`src/rtl/lsu_param.sv`:
```
// Per-thread load/store unit: base+offset addressing, one valid/ready memory
// transaction per LDR/STR. Optional watchdog timeout enabled by LSU_TIMEOUT_EN.
module lsu_param #(
    parameter int ADDR_BITS = 8,
    parameter int DATA_BITS = 8,
    parameter int STATE_BITS = 4,
    parameter logic [STATE_BITS-1:0] REQUEST_STATE = 4'b0100,
    parameter logic [STATE_BITS-1:0] UPDATE_STATE = 4'b0111,
    parameter int TIMEOUT_CYCLES = 255
) (
    input  logic                  clk,
    input  logic                  reset,
    input  logic                  enable,
    input  logic [STATE_BITS-1:0] core_state,
    input  logic                  decoded_mem_read_enable,
    input  logic                  decoded_mem_write_enable,
    input  logic [ADDR_BITS-1:0]  rs,
    input  logic [ADDR_BITS-1:0]  addr_offset,
    input  logic [DATA_BITS-1:0]  rt,
    output logic                  mem_read_valid,
    output logic [ADDR_BITS-1:0]  mem_read_address,
    input  logic                  mem_read_ready,
    input  logic [DATA_BITS-1:0]  mem_read_data,
    output logic                  mem_write_valid,
    output logic [ADDR_BITS-1:0]  mem_write_address,
    output logic [DATA_BITS-1:0]  mem_write_data,
    input  logic                  mem_write_ready,
    output logic [1:0]            lsu_state,
    output logic [DATA_BITS-1:0]  lsu_out,
    output logic                  lsu_error
);
    typedef enum logic [1:0] {
        S_IDLE = 2'b00,
        S_REQ  = 2'b01,
        S_WAIT = 2'b10,
        S_DONE = 2'b11
    } state_t;

    state_t                state_q;
    logic                  op_read_q;
    logic                  rd_valid_q;
    logic                  wr_valid_q;
    logic [ADDR_BITS-1:0]  rd_addr_q;
    logic [ADDR_BITS-1:0]  wr_addr_q;
    logic [DATA_BITS-1:0]  wr_data_q;
    logic [DATA_BITS-1:0]  out_q;
    logic [ADDR_BITS-1:0]  addr_d;
    logic                  ready_d;

    // Carry out of the add is deliberately dropped so addresses wrap.
    assign addr_d  = rs + addr_offset;
    assign ready_d = op_read_q ? mem_read_ready : mem_write_ready;

`ifdef LSU_TIMEOUT_EN
    localparam int WD_BITS = $clog2(TIMEOUT_CYCLES + 1);
    localparam logic [WD_BITS-1:0] WD_LAST = WD_BITS'(TIMEOUT_CYCLES - 1);
    logic [WD_BITS-1:0] wd_q;
    logic               error_q;
    assign lsu_error = error_q;
`else
    logic unused_timeout;
    assign unused_timeout = |32'(TIMEOUT_CYCLES);
    assign lsu_error = 1'b0;
`endif

    always_ff @(posedge clk) begin
        if (reset) begin
            state_q    <= S_IDLE;
            op_read_q  <= 1'b0;
            rd_valid_q <= 1'b0;
            wr_valid_q <= 1'b0;
            rd_addr_q  <= '0;
            wr_addr_q  <= '0;
            wr_data_q  <= '0;
            out_q      <= '0;
`ifdef LSU_TIMEOUT_EN
            wd_q       <= '0;
            error_q    <= 1'b0;
`endif
        end else if (enable) begin
            case (state_q)
                S_IDLE: begin
                    if (core_state == REQUEST_STATE &&
                        (decoded_mem_read_enable || decoded_mem_write_enable)) begin
                        op_read_q <= decoded_mem_read_enable;
                        state_q   <= S_REQ;
                    end
                end
                S_REQ: begin
                    if (op_read_q) begin
                        rd_valid_q <= 1'b1;
                        rd_addr_q  <= addr_d;
                    end else begin
                        wr_valid_q <= 1'b1;
                        wr_addr_q  <= addr_d;
                        wr_data_q  <= rt;
                    end
`ifdef LSU_TIMEOUT_EN
                    wd_q    <= '0;
                    error_q <= 1'b0;
`endif
                    state_q <= S_WAIT;
                end
                S_WAIT: begin
                    // A ready on the final watchdog cycle still completes cleanly.
                    if (ready_d) begin
                        rd_valid_q <= 1'b0;
                        wr_valid_q <= 1'b0;
                        if (op_read_q) out_q <= mem_read_data;
                        state_q <= S_DONE;
                    end
`ifdef LSU_TIMEOUT_EN
                    else if (wd_q == WD_LAST) begin
                        rd_valid_q <= 1'b0;
                        wr_valid_q <= 1'b0;
                        if (op_read_q) out_q <= '1;
                        error_q <= 1'b1;
                        state_q <= S_DONE;
                    end else begin
                        wd_q <= wd_q + 1'b1;
                    end
`endif
                end
                S_DONE: begin
                    if (core_state == UPDATE_STATE) state_q <= S_IDLE;
                end
                default: state_q <= S_IDLE;
            endcase
        end
    end

    assign mem_read_valid    = rd_valid_q;
    assign mem_read_address  = rd_addr_q;
    assign mem_write_valid   = wr_valid_q;
    assign mem_write_address = wr_addr_q;
    assign mem_write_data    = wr_data_q;
    assign lsu_state         = state_q;
    assign lsu_out           = out_q;

endmodule

```
`config.mk`:
```
export PLATFORM = sky130hd
export DESIGN_NAME = lsu_param
export DESIGN_NICKNAME = d
export VERILOG_FILES = /design/src/rtl/lsu_param.sv
export SDC_FILE = /design/constraint.sdc
export NUM_CORES = 1
export LEC_CHECK = 0
export ABC_AREA = 1
export CORE_MARGIN = 4
export CORE_UTILIZATION = 38
export CTS_CLUSTER_DIAMETER = 100
export CTS_CLUSTER_SIZE = 10
export DETAILED_ROUTE_END_ITERATION = 10
export GPL_TIMING_DRIVEN = 0
export HOLD_SLACK_MARGIN = 0.1
export PLACE_DENSITY = 0.8
export RECOVER_POWER = 50
export SLEW_MARGIN = 25
export SYNTH_ARGS = -nofsm -noshare
export SYNTH_HDL_FRONTEND = slang
export SYNTH_SLANG_ARGS = --single-unit
export TNS_END_PERCENT = 20
```
`constraint.sdc`:
```
create_clock -name clk -period 1.7 [get_ports clk]
set_input_delay 0.51 -clock clk [delete_from_list [all_inputs] [get_ports clk]]
set_output_delay 0.51 -clock clk [all_outputs]
set_load 0.1 [all_outputs]
```
==> summary.md, run 1 <==
| Metric | Value |
|---|---|
| Crit Path Class | reg2out |
| CP max-delay cell | clkdlybuf4s18_2 |
| Post-detail-place hpwl | 3.80 mm |
| Worst-Skew Late Latency | 0.28 ns |
| RSZ-0062 raised after global routing | no |
| Period utilization | 0.982 |
| Routed Antenna Nets | 0 |
| TritonCTS buffer count | 5 |
| WP buf/inv | 1 |
| Port buffer count | a little under 80 |
| RD Place Congestion | between 0.8 and 0.9 |
| GRT Total Usage | 0.158 |
| Initial DRT Pass Iterations | 4 |
| Vias in the first global route | between 1.5k and 2k |
| Share of layout cells above drive strength 1 | 0.227 |
| CTS root buf | clkbuf_8 |
| Vias/cell | roughly 4.7 |
| Synthesis-to-layout area growth | 50.0% |
| CTS tree | built |
| Tightest Pin Transition | roughly 0.55 ns |
| Synth cell types | 24 |
| Worst slack, placed | -0.665 ns |
| Max cap viols | 0 |
| First-pass GRT wire length | just under 8 mm |
| Status | complete, no violations |
| Total die area | just over 0.006 mm2 |
| Most frequent cells in the layout | nand2_1, nor2_1, dfxtp_1, inv_1 |
| Setup Skew | around 0.0045 ns |
| Required time worst endpoint | ~1.2 ns |
| Commonest non-fill, non-tap cell in the layout | nand2_1 |
| Total number of yosys warnings | 0 |
| Placed inst area | around 0.0028 mm2 |
| Mapped Area | ~0.0019 mm2 |
| Seq/Total Area, Yosys | 0.390 |
| Initial antenna violation count | 0 |
| Fmax achieved | 599 MHz |
| Endpoints failing hold | 0 |
| Number of inserted diodes | 0 |
| Pwr dens | ~1200 mW/mm2 |
| Synthesized area per cell | 7.06 um2 |
| CTS clk-pin slew, worst paths | about 0.07 ns |
| Nets | approximately 410 |
| Critical Path AT | ~1.2 ns |
| Slowest stage delay, CP | 0.54 ns |
| Initial Util | 0.397 |
| WL per Instance | roughly 12 um |
| Htree depth | 2 |
| Mapped Cells | approximately 270 |
| Grt total ovfl | 0 |
| #FFs+latches synth | 37 |
| DRC viols | 0 |
| Io pins | 80 |
| Post-layout min period | 1.67 ns |
| DRC marker count from the first detailed-route iteration | 74 |
| Fin area | between 0.002 and 0.003 mm2 |
| Hold WS | between 0.4 and 0.5 ns |
| Die H | ~80 um |
| Total negative slack | 0 ns |
| Setup violators final | 0 |
| Top cells by area, synth | dfxtp_1, nand2_1, nor2_1, nand3_1, ha_1 |
| Pleak | ~1.5 nW |
| Critical Path Sink Type | output port |
| Largest delay share family, worst path | buffers and inverters |
| Hold Path Class | reg2reg |
| Leading area contributor after synthesis | dfxtp_1 |
| Routed vias | 1982 |
| Setup slack after layout | 0.0314 ns |
| Clk sinks | 37 |
| Synth top area share | 0.390 |
| DIE WIDTH | 78.7 um |
| Longest Clk Path Bufs | 2 |
| Largest net degree at the start of global routing | 12 |
| VDD IR-drop max | between 0.4 and 0.5 mV |
| Hold_buf cts | 0 |
| Core area | around 0.0048 mm2 |
| Worst Path Max Fanout | 2 |
| Syn Nets | 325 |
| Max Transition Viols Final | 0 |
| Cells along the critical path | clkdlybuf4s18_2 |
| Final WL | just over 5 mm |
| Worst rel slew slack | 0.633 |
| Final Util | 0.595 |
| Crit start category | flop |
| Num rows | 25 |
==> kinds of logic after synthesis <==
group,after synthesis,synth area share
AND/OR/NAND/NOR,138,0.316
buffers and inverters,41,0.0864
AO/OA/AOI/OAI,37,0.106
flip-flops,37,0.390
adder cells (fa/ha/maj),13,0.0896
XOR/XNOR,2,0.00923
other,1,0.00198
==> registers in the layout, summed over array words and instances, names as in the netlist <==
| register | count |
|---|---|
| mem_read_valid | 1 |
| mem_read_address | 8 |
| mem_write_data | 8 |
| lsu_state | 2 |
| mem_write_address | 8 |
| mem_write_valid | 1 |
| op_read_q | 1 |
| lsu_out | 8 |
==> metal layers <==
metal | global-route usage | share of wire | vias to the layer above
li1 | - | - | 1028
met5 | 0 | 0 | -
met2 | 0.283 | 0.52 | 58
met3 | 0.0482 | 0.061 | 8
met1 | 0.178 | 0.41 | 888
met4 | 0.0524 | 0.013 | 0
==> cell usage after synthesis <==
cell	instances
nand3b_1	3
clkbuf_1	4
conb_1	1
fa_1	1
inv_2	1
or2_2	3
inv_1	32
dfxtp_1	37
a21oi_1	14
a31oi_1	1
nor3_4	1
o21a_1	4
buf_4	2
nand3_1	31
nand2_1	54
nand4_1	1
nor2_1	43
buf_2	2
o211ai_1	2
nand2_2	1
o21ai_0	16
xnor2_1	2
nor2_4	1
ha_1	12
==> final timing paths <==
| path | to | slack [ns] | from | cells past startpoint |
|---|---|---|---|---|
| max | lsu_out[1] | 0.03 | lsu_out[1]$_SDFFE_PP0P_ | 1 |
| max reg2reg | mem_write_address[3]$_SDFFE_PP0P_ | 0.16 | lsu_state[1]$_SDFFE_PP0P_ | 8 |
| min reg2reg | lsu_out[6]$_SDFFE_PP0P_ | 0.46 | lsu_out[6]$_SDFFE_PP0P_ | 2 |
| min | lsu_out[6]$_SDFFE_PP0P_ | 0.46 | lsu_out[6]$_SDFFE_PP0P_ | 2 |
==> stage by stage <==
stage / power, mW / std cells
floorplan: 2.33 / 269
global placement: 2.73 / 414
detailed placement: 2.76 / 414
CTS: 3.31 / 424
global route: 3.46 / 424
finish: 3.28 / 424
==> report_power, final <==
part | switching [mW] | internal (mW) | leakage, nW | total (mW)
Sequential | 0.0687 | 0.984 | 0.300 | 1.05
Combinational | 1.24 | 0.386 | 1.12 | 1.63
Clock | 0.311 | 0.284 | 0.0450 | 0.596
Total | 1.62 | 1.65 | 1.47 | 3.28
==> layout make-up <==
type	instances	area (um2)
fill	446	1940
multi-input combinational	191	1110
sequential	37	744
timing repair buffer	80	659
inverter	33	124
tap	67	83.8
clock buffer	6	72.6
buffer	8	42.5
clock inverter	2	10.0
==> worst register-to-register path: cells and delay by family (launching register included) <==
kind                       cells  cell delay [ns]
buffers and inverters          4             0.55
DFF                            1             0.34
adders and majority gates      1             0.23
and+or+nand+nor                2             0.23
AOI/OAI and AO/OA              1             0.09
==> what timing repair did <==
item / CTS / global route
gates resized for setup: 145 / 77
endpoints found under the setup margin: 56 / 57
pin swaps: 4 / 8
setup buffers: 2 / 0
(Power assumes the default switching activity.)
==> run 2: changes to the inputs <==
--- a/config.mk
+++ b/config.mk
@@ -6,7 +6,6 @@
 export NUM_CORES = 1
 export LEC_CHECK = 0
 export ABC_AREA = 1
-export CORE_MARGIN = 4
 export CORE_UTILIZATION = 38
 export CTS_CLUSTER_DIAMETER = 100
 export CTS_CLUSTER_SIZE = 10
==> constraint.sdc (replaced) <==
create_clock -name clk -period 1.7 [get_ports clk]
set_input_delay 0.51 -clock clk [delete_from_list [all_inputs] [get_ports clk]]
set_output_delay 0.51 -clock clk [all_outputs]
set_load 0.02 [all_outputs]
==> summary.md, run 2 (synthesis gave the netlist of run 1 again) <==
| Metric | Value |
|---|---|
| Port buffer count | just under 80 |
| Final Non-Filler Cells | between 400 and 500 |
| Share of layout cells above drive strength 1 | 0.127 |
| DIE WIDTH | around 73 um |
| Crit start category | input pin |
| Worst Path Max Fanout | 2 |
| Hold Path Class | reg2reg |
| VDD IR-drop max | about 0.37 mV |
| DRC marker count from the first detailed-route iteration | 55 |
| Cells along the critical path | clkbuf_2 -> ha_2 -> inv_2 -> fa_2 -> inv_2 -> nand2_1 -> nand2_1 -> nand2_1 -> or2_4 -> nand3_1 -> nand2_1 -> inv_1 |
| Setup Skew | between 0.007 and 0.008 ns |
| Fin area | between 0.002 and 0.003 mm2 |
| Crit Path Class | in2reg |
| RD Place Congestion | 0.792 |
| Htree depth | 2 |
| Vias/cell | ~4.5 |
| Max Transition Viols Final | 0 |
| CTS tree | built |
| First-pass GRT wire length | around 7.7 mm |
| Initial Util | 0.399 |
| Hold_buf cts | 0 |
| GRT Total Usage | 0.187 |
| DRC viols | 0 |
| Synthesis-to-layout area growth | 57.0% |
| Largest net degree at the start of global routing | 11 |
| Slowest stage delay, CP | 0.39 ns |
| Critical Path Sink Type | flop |
| Total negative slack | 0 ns |
| Pleak | about 1.5 nW |
| Routed vias | between 1.5k and 2k |
| Pwr dens | about 880 mW/mm2 |
| Area of the multi-input gates | around 0.0011 mm2 |
| Longest Clk Path Bufs | 2 |
| Most frequent cells in the layout | nand2_1, nor2_1, dlygate4sd2_1, dfxtp_1, inv_1 |
| R2R Setup Slk | approximately 0.14 ns |
| Placed inst area | 0.00277 mm2 |
| Worst-Skew Late Latency | 0.28 ns |
| RSZ-0062 raised after global routing | no |
| Vias in the first global route | ~1.8k |
| Period utilization | 0.939 |
| Num rows | 25 |
| Final WL | 4.67 mm |
| Nets | 416 |
| Initial DRT Pass Iterations | 4 |
| CTS root buf | clkbuf_8 |
| Fill count | 452 |
| Setup violators final | 0 |
| Routed Antenna Nets | 0 |
| FF/Latch Area | about 740 um2 |
| WL per Instance | approximately 11 um |
| Max cap viols | 0 |
| Grt total ovfl | 0 |
| Core area | about 0.0048 mm2 |
| Post-detail-place hpwl | 3.42 mm |
| Status | complete, no violations |
| CP max-delay cell | fa_2 |
| Cell repeated most along the worst path | nand2_1 |
| Initial antenna violation count | 0 |
| TritonCTS buffer count | 5 |
| Required time worst endpoint | between 1.5 and 2 ns |
| Clk sinks | 37 |
| CTS clk-pin slew, worst paths | ~0.070 ns |
| Commonest non-fill, non-tap cell in the layout | nand2_1 |
| Total die area | roughly 0.0053 mm2 |
| Critical Path AT | 1.82 ns |
| Io pins | 80 |
| Number of inserted diodes | 0 |
| Endpoints failing hold | 0 |
| Fmax achieved | approximately 630 MHz |
| DP Cell Count | around 410 |
| Post-layout min period | about 1.6 ns |
| Die H | slightly above 70 um |
## run 2: stage by stage
stage                     setup WS, ns  total power [mW]   util  hold WS, ns
after floorplan                0.00453              1.66      -        0.536
after global placement          -0.539              2.05  0.583        0.449
after detailed placement        -0.568              2.08  0.583        0.452
after CTS                      -0.0283              2.60  0.608        0.460
after global routing           0.00938              2.79  0.627        0.479
final                            0.104              2.61  0.627        0.457
## run 2: layout make-up
cell class / count / share of cell area
buffer: 8 / 0.0151
tap: 67 / 0.0281
inverter: 33 / 0.0416
clock buffer: 8 / 0.0269
multi-input combinational: 191 / 0.373
timing repair buffer: 84 / 0.267
sequential: 37 / 0.249
## run 2: worst paths after layout
| path | start | end | cells past startpoint |
|---|---|---|---|
| min reg2reg | lsu_out[7]$_SDFFE_PP0P_ | lsu_out[7]$_SDFFE_PP0P_ | 2 |
| min | lsu_out[7]$_SDFFE_PP0P_ | lsu_out[7]$_SDFFE_PP0P_ | 2 |
| max | rs[0] | mem_read_address[4]$_SDFFE_PP0P_ | 12 |
| max reg2reg | lsu_state[0]$_SDFFE_PP0P_ | lsu_state[1]$_SDFFE_PP0P_ | 8 |
## run 2: timing repair
item | in CTS | in global routing
pin swaps | 10 | 12
setup endpoints to repair | 56 | 31
gates resized for setup | 51 | 30
buffers inserted | 5 | 1
## run 2: per-layer routing
metal	share of wire	up-vias	global-route usage
li1	-	1034	-
met1	0.44	851	0.226
met2	0.49	56	0.330
met3	0.050	6	0.0414
met4	0.011	0	0.0588
met5	0	-	0
## run 2: worst max-delay path, delay by kind of cell
kind / cells / cell delay (ns)
adder cells (fa/ha/maj): 2 / 0.56
AND/OR/NAND/NOR: 6 / 0.55
buffers and inverters: 4 / 0.21
## run 2: where the power goes
| part | switching [mW] | internal (mW) | total [mW] |
|---|---|---|---|
| registers | 0.0637 | 0.979 | 1.04 |
| clock network | 0.284 | 0.291 | 0.575 |
| logic | 0.568 | 0.424 | 0.992 |
==> run 3: changes to the inputs <==
--- a/config.mk
+++ b/config.mk
@@ -5,7 +5,6 @@
 export SDC_FILE = /design/constraint.sdc
 export NUM_CORES = 1
 export LEC_CHECK = 0
-export ABC_AREA = 1
 export CORE_UTILIZATION = 38
 export CTS_CLUSTER_DIAMETER = 100
 export CTS_CLUSTER_SIZE = 10
==> summary.md, run 3 <==
| Metric | Value |
|---|---|
| Largest net degree at the start of global routing | 12 |
| Largest family of logic cells by synthesized area | simple AND/OR/NAND/NOR gates |
| CTS tree | built |
| Core area | around 0.0047 mm2 |
| Worst slack, placed | -0.751 ns |
| Clk sinks | 37 |
| Crit start category | input pin |
| Io pins | 80 |
| Total Power | 1.86 mW |
| Critical Path AT | approximately 1.9 ns |
| GRT Total Usage | 0.202 |
| Hold_buf cts | 0 |
| Worst Reg2Reg Path Length in Cells | 7 |
| Max Transition Viols Final | 0 |
| Critical Path Sink Type | flop |
| Failing checks | negative setup slack |
| Area share of fa/ha/maj cells after synthesis | 0.0907 |
| Post-synth EDFFs | 0 |
| Mapped Area | approximately 0.0019 mm2 |
| Compound-cell area share of the yosys netlist | 0.210 |
| Total number of yosys warnings | 0 |
| Endpoints failing hold | 0 |
| Worst rel slew slack | 0.652 |
| Tightest Pin Transition | 0.521 ns |
| Final WL | about 5.1 mm |
| Placed inst area | 0.00282 mm2 |
| Mapped Cells | 224 |
| Vias/cell | approximately 5 |
| Nets | ~370 |
| Worst r2r src | lsu_state[1]$_SDFFE_PP0P_ |
| Required time worst endpoint | 1.93 ns |
| #FFs+latches synth | 37 |
| Max cap viols | 0 |
| CTS clk-pin slew, worst paths | around 0.07 ns |
| Initial DRT Pass Iterations | 6 |
| Fin area | 0.00300 mm2 |
| Port buffer count | just under 80 |
| R2R Setup Slk | approximately 0.14 ns |
| Period utilization | 1.00 |
| Status | finished, violations left |
| Synth top cells by count | nand2_1, dfxtp_1, a21oi_1 |
| DRC marker count from the first detailed-route iteration | 98 |
| Hold WS | roughly 0.45 ns |
| Routed vias | ~1.9k |
| VDD IR-drop max | between 0.2 and 0.3 mV |
| Most frequent cells in the layout | nand2_1, dlygate4sd2_1, dfxtp_1, a21oi_1, clkdlybuf4s50_1 |
| Number of inserted diodes | 0 |
| Most used DFF post-synth | dfxtp_1 |
| Grt total ovfl | 0 |
| Seq/Total Area, Yosys | 0.395 |
| Hold Path Class | reg2reg |
| Crit Path Class | in2reg |
| TritonCTS buffer count | 5 |
| Fmax achieved | approximately 600 MHz |
| Setup Skew | around 0.0061 ns |
| Synthesis-to-layout area growth | 59.7% |
| Synthesized area per cell | 8.38 um2 |
| DP Cell Count | approximately 370 |
| Xor and xnor area share after synthesis | 0.00933 |
| Vias in the first global route | between 1.5k and 2k |
| Pwr dens | 620 mW/mm2 |
| DRC viols | 0 |
| Setup crit start | addr_offset[0] |
| Pleak | approximately 1.3 nW |
| Post-synthesis mux area share | 0.0133 |
| Worst Setup EP | mem_write_address[4]$_SDFFE_PP0P_ |
| Total die area | 0.00522 mm2 |
| Die H | about 72 um |
| WL per Instance | between 10 and 15 um |
| Fill count | 445 |
| Total negative slack | -0.00249 ns |
| Worst Path Max Fanout | 3 |
| Top cells by area, synth | dfxtp_1, nand2_1, a21oi_1, ha_1, nand3b_1 |
| Num rows | 25 |
| Htree depth | 2 |
| Post-layout min period | approximately 1.7 ns |
| Longest Clk Path Bufs | 2 |
| Post-Synth Simple-Gate Area | 0.240 |
| Worst-Skew Late Latency | just under 0.3 ns |
| CTS root buf | clkbuf_8 |
| Commonest non-fill, non-tap cell in the layout | nand2_1 |
| First-pass GRT wire length | 8.14 mm |
| Final Non-Filler Cells | between 300 and 400 |
| Reg2Reg Capture Point | mem_write_data[3]$_SDFFE_PP0P_ |
| Post-detail-place hpwl | between 3 and 4 mm |
| Setup slack after layout | -0.00210 ns |
| Syn Nets | 280 |
| Most frequent cell after synthesis | nand2_1 |
| RD Place Congestion | around 0.8 |
| Initial antenna violation count | 0 |
| Post-synth ARST share | 0 |
| Routed Antenna Nets | 0 |
| Initial Util | 0.397 |
| Setup violators final | 2 |
| Synth cell types | 47 |
| Leading area contributor after synthesis | dfxtp_1 |
| Final Util | 0.635 |
| DIE WIDTH | approximately 72 um |
| Share of layout cells above drive strength 1 | 0.180 |
| RSZ-0062 raised after global routing | yes |
| Synth top area share | 0.395 |
-- run 3: changes by cell type after synthesis, sizes merged, moves of 4 or more --
cell / change
a211oi: +4
a21oi: +18
inv: -27
nand2: -4
nand2b: +4
nand3: -26
nor2: -37
o21ai: -9
-- run 3: worst min path at each step --
stage | startpoint | cells after the start | end
5_1_grt | lsu_out[6]$_SDFFE_PP0P_ | 2 | lsu_out[6]$_SDFFE_PP0P_
3_5_place_dp | lsu_out[7]$_SDFFE_PP0P_ | 2 | lsu_out[7]$_SDFFE_PP0P_
6_report | lsu_out[7]$_SDFFE_PP0P_ | 2 | lsu_out[7]$_SDFFE_PP0P_
3_3_place_gp | mem_write_data[1]$_SDFFE_PP0P_ | 2 | mem_write_data[1]$_SDFFE_PP0P_
2_1_floorplan | mem_write_address[0]$_SDFFE_PP0P_ | 2 | mem_write_address[0]$_SDFFE_PP0P_
4_1_cts | lsu_out[7]$_SDFFE_PP0P_ | 2 | lsu_out[7]$_SDFFE_PP0P_
-- run 3: metal layers --
layer  GRT usage  wire length [um]
met3      0.0556               396
met2       0.343              2410
met4      0.0741                88
met1       0.243              2170
met5           0                 0
-- run 3: cells by family (layout without fill, tap and decap cells) --
kind of cell,Yosys count,after routing
buf+inv,17,109
flops,37,37
simple gates,91,91
other cells,1,1
mux,2,2
compound gates,61,61
fa+ha+maj,13,13
xor+xnor,2,2
-- run 3: report_power, final --
| part | switching (mW) | leakage (nW) | internal (mW) | total (mW) |
|---|---|---|---|---|
| sequential | 0.00659 | 0.298 | 0.877 | 0.884 |
| combinational | 0.187 | 0.914 | 0.208 | 0.396 |
| clock | 0.296 | 0.0450 | 0.284 | 0.580 |
| total | 0.490 | 1.26 | 1.37 | 1.86 |
-- run 3: repair_timing --
action                     4_1_cts  5_1_grt
setup endpoints to repair       66       35
pin swaps                       16       11
buffers inserted                 5        1
gates resized for setup         78       15
-- run 3: final cells by class --
class                      instances  area [um2]  area share
timing repair buffer              84         761       0.254
tap                               67        83.8      0.0280
buffer                            11        63.8      0.0213
multi-input combinational        170        1240       0.415
clock inverter                     2        10.0     0.00334
sequential                        37         741       0.247
inverter                           6        22.5     0.00751
clock buffer                       6        72.6      0.0242
-- run 3: worst max-delay path: stages --
cell and delay (ns):
buf_2 0.11, ha_4 0.16, inv_2 0.04, fa_2 0.41, nor2b_4 0.18, buf_4 0.13
o21a_1 0.14, o211ai_1 0.11, a21oi_1 0.14
